$ cat config.mk
export PLATFORM = sky130hd
export DESIGN_NAME = hs4_tx_endpoint
export DESIGN_NICKNAME = d
export VERILOG_FILES = /design/src/rtl/hs4_tx_endpoint.sv
export SDC_FILE = /design/constraint.sdc
export NUM_CORES = 1
export LEC_CHECK = 0
export ABC_AREA = 1
export CORE_ASPECT_RATIO = 0.9
export CORE_MARGIN = 2
export CORE_UTILIZATION = 63
export CTS_BUF_LIST = sky130_fd_sc_hd__clkbuf_2
export CTS_CLUSTER_SIZE = 24
export DETAILED_ROUTE_END_ITERATION = 16
export PLACE_DENSITY = 0.95
export SLEW_MARGIN = 5
export SYNTH_ARGS = -nofsm -noshare
export SYNTH_HDL_FRONTEND = slang
export SYNTH_SLANG_ARGS = --single-unit
$ cat constraint.sdc
create_clock -name i_clk -period 4.2 [get_ports i_clk]
set_input_delay 0.84 -clock i_clk [delete_from_list [all_inputs] [get_ports i_clk]]
set_output_delay 0.84 -clock i_clk [all_outputs]
set_load 0.03 [all_outputs]
$ cat src/rtl/hs4_tx_endpoint.sv
// Source side of a 4-phase req/ack crossing. Upstream words are queued in a small FIFO.
// They are then sent one at a time on o_req/o_data, with a one-cycle data setup before each request.
module hs4_tx_endpoint #(
    parameter int DATA_WIDTH  = 8,
    parameter int FIFO_DEPTH  = 4,
    parameter int SYNC_STAGES = 2,
    parameter int TIMEOUT_CYC = 1024
) (
    input  logic                        i_clk,
    input  logic                        i_rstn,
    input  logic                        i_valid,
    input  logic [DATA_WIDTH-1:0]       i_data,
    output logic                        o_ready,
    output logic                        o_req,
    output logic [DATA_WIDTH-1:0]       o_data,
    input  logic                        i_ack,
    output logic                        o_busy,
    output logic [$clog2(FIFO_DEPTH):0] o_count,
    output logic                        o_done,
    output logic                        o_timeout,
    input  logic                        i_clr_err
);
    localparam int AW = $clog2(FIFO_DEPTH);
    localparam int TW = (TIMEOUT_CYC > 1) ? $clog2(TIMEOUT_CYC) : 1;
    localparam logic [TW-1:0] T_LAST = TW'((TIMEOUT_CYC > 0) ? (TIMEOUT_CYC - 1) : 0);
    localparam logic [AW:0]   DEPTH  = (AW+1)'(FIFO_DEPTH);
    localparam bit            TMO_ON = (TIMEOUT_CYC != 0);

    typedef enum logic [1:0] {IDLE, LOAD, REQ_HI, REQ_LO} state_t;

    state_t                 state;
    state_t                 state_nxt;
    logic [SYNC_STAGES-1:0] ack_sync;
    logic                   ack_s;
    logic [DATA_WIDTH-1:0]  mem [FIFO_DEPTH];
    logic [AW:0]            wr_ptr;
    logic [AW:0]            rd_ptr;
    logic                   push;
    logic                   pop;
    logic [TW-1:0]          phase_cnt;
    logic                   in_phase;
    logic                   phase_entry;
    logic                   to_set;

    always_ff @(posedge i_clk or negedge i_rstn) begin
        if (!i_rstn) begin
            ack_sync <= '0;
        end else begin
            ack_sync <= {ack_sync[SYNC_STAGES-2:0], i_ack};
        end
    end

    assign ack_s = ack_sync[SYNC_STAGES-1];

    // Pointers carry one extra wrap bit so full and empty are distinguishable.
    assign o_count = wr_ptr - rd_ptr;
    assign o_ready = (o_count != DEPTH);
    assign push    = i_valid & o_ready;
    assign pop     = (state == IDLE) && (o_count != '0) && !ack_s;
    assign o_busy  = (state != IDLE) || (o_count != '0);

    always_ff @(posedge i_clk or negedge i_rstn) begin
        if (!i_rstn) begin
            wr_ptr <= '0;
            rd_ptr <= '0;
        end else begin
            if (push) wr_ptr <= wr_ptr + 1'b1;
            if (pop)  rd_ptr <= rd_ptr + 1'b1;
        end
    end

    always_ff @(posedge i_clk) begin
        if (push) mem[wr_ptr[AW-1:0]] <= i_data;
    end

    // A stale ack left high by the far side holds the FSM in IDLE until it drops.
    always_comb begin
        state_nxt = state;
        case (state)
            IDLE:    if (pop)    state_nxt = LOAD;
            LOAD:                state_nxt = REQ_HI;
            REQ_HI:  if (ack_s)  state_nxt = REQ_LO;
            REQ_LO:  if (!ack_s) state_nxt = IDLE;
            default:             state_nxt = IDLE;
        endcase
    end

    always_ff @(posedge i_clk or negedge i_rstn) begin
        if (!i_rstn) begin
            state  <= IDLE;
            o_req  <= 1'b0;
            o_done <= 1'b0;
            o_data <= '0;
        end else begin
            state  <= state_nxt;
            o_req  <= (state_nxt == REQ_HI);
            o_done <= (state == REQ_LO) && !ack_s;
            if (pop) o_data <= mem[rd_ptr[AW-1:0]];
        end
    end

    // The counter parks at its last value, so a waiting phase keeps re-asserting the timeout.
    assign in_phase    = (state == REQ_HI) || (state == REQ_LO);
    assign phase_entry = (state_nxt != state) && ((state_nxt == REQ_HI) || (state_nxt == REQ_LO));
    assign to_set      = TMO_ON && in_phase && (phase_cnt == T_LAST);

    always_ff @(posedge i_clk or negedge i_rstn) begin
        if (!i_rstn) begin
            phase_cnt <= '0;
            o_timeout <= 1'b0;
        end else begin
            if (phase_entry) begin
                phase_cnt <= '0;
            end else if (in_phase && (phase_cnt != T_LAST)) begin
                phase_cnt <= phase_cnt + 1'b1;
            end
            if (to_set) begin
                o_timeout <= 1'b1;
            end else if (i_clr_err) begin
                o_timeout <= 1'b0;
            end
        end
    end

endmodule

==> results of run 1 <==
[per-layer routing]
layer / up-vias / wire [um]
li1: 1017 / -
met2: 54 / 2930
met1: 1024 / 2300
met3: 15 / 242
met4: 0 / 129
met5: - / 0
[cell usage in the layout, fill, tap and decap left out, types with 2 or more instances in the layout]
cell             instances
nand4_1                  4
edfxtp_1                32
dfrtp_1                 31
or2_2                    2
nand2_2                  4
o21ai_1                  6
clkinv_4                 3
clkinv_2                 2
clkbuf_2                 9
ha_1                     7
nand3_1                 24
buf_4                    2
nor2_1                  40
clkdlybuf4s50_1         28
nand2_1                 61
nand3_2                  2
o21ai_0                 26
bufinv_16                2
xnor2_1                  3
inv_1                   27
[worst max-delay path, cell delays in order (launching register included)]
cell and delay (ps):
dfrtp_1 410, buf_4 200, ha_1 210, fa_1 510
nand2_1 70, inv_1 140, nand3_2 150, clkdlybuf4s50_1 620
[final timing paths]
kind | end | slack (ps) | cells past startpoint
max | o_ready | 540 | 7
min | ack_sync[1] | 380 | 0
max reg2reg | mem[1][6] | 1500 | 8
min reg2reg | ack_sync[1] | 380 | 0
max in group asynchronous | o_data[4] | 3190 | 2
min in group asynchronous | wr_ptr[0] | 700 | 2
[report_power, final]
part	switching (mW)	internal, mW
sequential	0.114	0.818
clock	0.231	0.199
combinational	0.696	0.368
[registers in the layout, summed over array words and instances (netlist names)]
name,count
rd_ptr,3
o_done,1
ack_sync,2
o_req,1
wr_ptr,3
o_data,8
o_timeout,1
state,2
mem,32
phase_cnt,10
[cells by family (layout without fill, tap and decap cells)]
family                     after synthesis  count (layout)  share of synthesized area [%]
buffers and inverters                   37              74                           6.18
AOI/OAI and AO/OA                       35              35                           6.36
adders and majority gates                8               8                           3.74
xor gates and xnor gates                 4               4                           1.22
DFF                                     63              63                           60.4
and+or+nand+nor                        142             142                           22.1
[metrics by stage]
step	setup slack (ps)	power, mW	cell area [um^2]	hold slack (ps)	util (%)
detailed placement	1110	2.00	3180	336	71.7
floorplan	1710	1.67	2870	331	-
finish	542	2.43	3320	380	74.9
CTS	552	2.43	3320	382	74.9
global route	393	2.60	3320	396	74.9
global placement	1220	1.93	3180	340	71.7
[area by class of cell]
cell class,count,share of cell area (%)
Sequential cell,63,52.3
Multi-Input combinational cell,189,28.9
Tap cell,62,2.34
Inverter,28,3.32
Timing Repair Buffer,30,8.89
Clock inverter,7,2.90
Clock buffer,9,1.36
==> impl_metrics.tcl, run 1 <==
set metrics [dict create \
    antenna_found_initial 0 \
    insertion_delay_ps 510 \
    vias 2110 \
    cts_resized 0 \
    yosysWarnings 0 \
    worst_slew_pin_slew_ps 799 \
    synth_top_area_share_pct 33.4 \
    grt_pass1_wl_um 9400 \
    cp-end-kind "output pin" \
    drtIter0Drc 126 \
    netlist_area_um2 2870 \
    ys_ff_latch 63 \
    multi_input_area_um2 960 \
    regArea_um2 1740 \
    grt_pass1_vias 2176 \
    grtUsageMet2_pct 45.5 \
    synth_enable_flop_cells 32 \
    coreArea_um2 4430 \
    overflow 0 \
    slew_headroom_pct 46.4 \
    r2r_start "rd_ptr[0]" \
    startpoint "rd_ptr[0]" \
    holdBufCountCts 0 \
    via_per_inst 5.44 \
    ys_seq_area_share_pct 60.4 \
    grt_max_degree 32 \
    max_freq_mhz 273 \
    numCtsBuffers 9 \
    crit_required_ps 3360 \
    clock_path_buffers 2 \
    post-route-min-period_ps 3660 \
    hold_path.class "flip-flop to flip-flop" \
    clock-sinks 63 \
    async_reset_ff_share_pct 49.2 \
    rows 23 \
    fin_skew_ps 17.1 \
    path_class "flip-flop to output pin" \
    drtPass1Iterations 4 \
    fin_tns_setup_ps 0 \
    die_width_um 75.2 \
    peakVddDrop_v 0.000383 \
    fill_cells 305 \
    synth_cell_types 29 \
    cap_violations 0 \
    die_h_um 68.1 \
    cts.reportedPaths.clkPinSlew_ps 180 \
    drv_slew 0 \
    gp_congestion 0.790 \
    synth_ff_type "edfxtp_1" \
    avgSynthCellArea_um2 9.94 \
    post_layout_nonfiller_instances 388 \
    crit_arrival_ps 2820 \
    io_pins 29 \
    critPathLaunchType "flip-flop" \
    status "completed" \
    grtUsageMet1_pct 28.2 \
    wl_per_cell_um 14.4 \
    cp_max_fo 20 \
    period_share_pct 87.1 \
    grtUsageTotal_pct 25.6 \
    gr-usage-met3_pct 8.25 \
    syn_to_final_growth_pct 15.5 \
    antenna_left 0 \
    busiest_layer "met2" \
    die_area_um2 5120 \
    htreeDepth 3 \
    layout.nets 342 \
    leakage_nw 1.44 \
    synth_most_common_cell "nand2_1" \
    hp-start "ack_sync[0]" \
    cts-root-buf "clkbuf_2" \
    n_antenna_cell 0 \
    io_buffer_count 28 \
    synth_top_area_cell "edfxtp_1" \
    synth_fp_nets 310 \
    synth_common_cells "61 x nand2_1, 40 x nor2_1, 32 x edfxtp_1" \
    finalSetupViolCount 0 \
    place_inst 372 \
    hpwl_um 3910 \
    hold_violations 0 \
    drc 0 \
    synth_area_leaders "edfxtp_1 33%, dfrtp_1 27%, nand2_1 8.0%" \
    routed_wl_um 5600 \
    cts_tree "yes" \
    rsz0062_at_grt "false" \
    initial_core_util_pct 64.9 \
    syn_inst 289 \
    drive_gt1_share_pct 9.82 \
    postCtsSetupRepairBufs 0 \
    power_density_nw_per_um2 730 \
]
(Power assumes the default switching activity.)
==> inputs of run 2 (changes only) <==
Settings changed: CTS_CLUSTER_DIAMETER from default to 120.
==> results of run 2 <==
Same layout as run 1: the final DEF is identical, and so are final timing and power.
==> inputs of run 3 (changes only) <==
Settings changed: SETUP_SLACK_MARGIN from default to 0.5.
==> run 3 against run 2 <==
Clock power about the same. Global-route usage unchanged. Clock skew about the same. Via count about the same. Count of clock-buffer cells in the layout unchanged.
==> impl_metrics.tcl, run 3 (same netlist as run 1, synthesis figures left out) <==
set metrics [dict create \
    grt_max_degree 32 \
    antenna_found_initial 0 \
    initial_core_util_pct 64.9 \
    io_buffer_count 28 \
    hold_violations 0 \
    die_width_um 75.2 \
    final_cell_mix "61 x nand2_1, 40 x nor2_1, 32 x edfxtp_1" \
    antenna_left 0 \
    syn_to_final_growth_pct 15.8 \
    clock-sinks 63 \
    dr_wl_met3_um 247 \
    timing.hold.ws_ps 381 \
    holdBufCountCts 0 \
    crit_arrival_ps 2530 \
    coreArea_um2 4430 \
    period_share_pct 80.3 \
    path_class "flip-flop to output pin" \
    highest_layer "met4" \
    max_freq_mhz 296 \
    wl_met1_um 2350 \
    grt_pass1_vias 2176 \
    routed_wl_um 5630 \
    cp_top_family "buffers and inverters" \
    worst_slew_pin_slew_ps 796 \
    overflow 0 \
    stdcell_area_um2 3330 \
    finalSetupViolCount 0 \
    via_per_inst 5.44 \
    insertion_delay_ps 510 \
    post_layout_nonfiller_instances 388 \
    cts.reportedPaths.clkPinSlew_ps 180 \
    power_density_nw_per_um2 728 \
    grtUsageTotal_pct 25.6 \
    hpwl_um 3910 \
    slew_headroom_pct 46.6 \
    cp_max_fo 20 \
    crit_buf_inv 3 \
    placed_area_um2 3180 \
    die_area_um2 5120 \
    cts-root-buf "clkbuf_2" \
    layout.nets 342 \
    cp-end-kind "output pin" \
    cap_violations 0 \
    fin_skew_ps 17.2 \
    crit_required_ps 3360 \
    max_stage_delay_ps 660 \
    wl_per_cell_um 14.5 \
    place_inst 372 \
    post-route-min-period_ps 3370 \
    n_antenna_cell 0 \
    critPathSlowestCell "clkdlybuf4s50_1" \
    clock_path_buffers 2 \
    largest_reg_flops 32 \
    drtPass1Iterations 4 \
    status "completed" \
    io_pins 29 \
    rows 23 \
    route.met2.wl_um 2900 \
    htreeDepth 3 \
    drive_gt1_share_pct 9.82 \
    hold_path.class "flip-flop to flip-flop" \
    drc 0 \
    cp_cell_sequence "buf_4, ha_1, fa_1, inv_1, clkdlybuf4s50_1" \
    cts_tree "yes" \
    vias 2112 \
    peakVddDrop_v 0.000400 \
    rsz0062_at_grt "false" \
    critPathLaunchType "flip-flop" \
    final_common_cell "nand2_1" \
    drtIter0Drc 146 \
    drv_slew 0 \
    gp_congestion 0.790 \
    numCtsBuffers 9 \
    die_h_um 68.1 \
    fin_tns_setup_ps 0 \
    grt_pass1_wl_um 9400 \
    leakage_nw 1.46 \
]
==> run 3: cell count changes in the layout (fill, tap and decap cells not counted), sizes merged <==
cell	change
dlymetal6s2s	+3
clkdlybuf4s50	-3
==> run 3: what timing repair did <==
item | 4_1_cts | 5_1_grt
buffers inserted | 0 | 0
resized for setup | 0 | 3
endpoints found under the hold margin | 0 | 0
setup endpoints to repair | 0 | 3
==> run 3: per-layer routing <==
metal  track usage (%)  vias to the layer above
li1                  -                     1015
met1              28.2                     1030
met2              45.5                       51
met3              8.25                       16
met4              11.2                        0
met5                 0                        -
==> run 3: where the power goes <==
part           total (mW)  internal [mW]  switching (mW)
combinational        1.06          0.364           0.695
sequential          0.932          0.818           0.114
clock               0.430          0.199           0.230
total                2.42           1.38            1.04
==> run 3: layout make-up <==
type	count	area [um^2]
fillers	306	1100
multi-input cells	189	960
flip-flops and latches	63	1740
clock buffers	9	45.0
clock inverters	7	96.3
inverters	28	110
repair buffers	30	303
well taps	62	77.6
==> run 3: worst paths after layout <==
path	end	start	depth (start not counted)	slack (ps)
min reg2reg	ack_sync[1]	ack_sync[0]	0	380
max reg2reg	mem[1][6]	rd_ptr[0]	8	1520
max	o_count[1]	rd_ptr[0]	5	830
max in group asynchronous	o_data[4]	i_rstn	2	3200
min	ack_sync[1]	ack_sync[0]	0	380
min in group asynchronous	phase_cnt[7]	i_rstn	2	700
==> run 3: stage by stage <==
| stage | worst slack (ps) | power [mW] | utilization, % |
|---|---|---|---|
| after detailed placement | 1110 | 2.00 | 71.7 |
| after global placement | 1220 | 1.93 | 71.7 |
| after CTS | 552 | 2.43 | 74.9 |
| after global routing | 679 | 2.60 | 75.1 |
| final | 826 | 2.42 | 75.1 |
| after floorplan | 1710 | 1.67 | - |
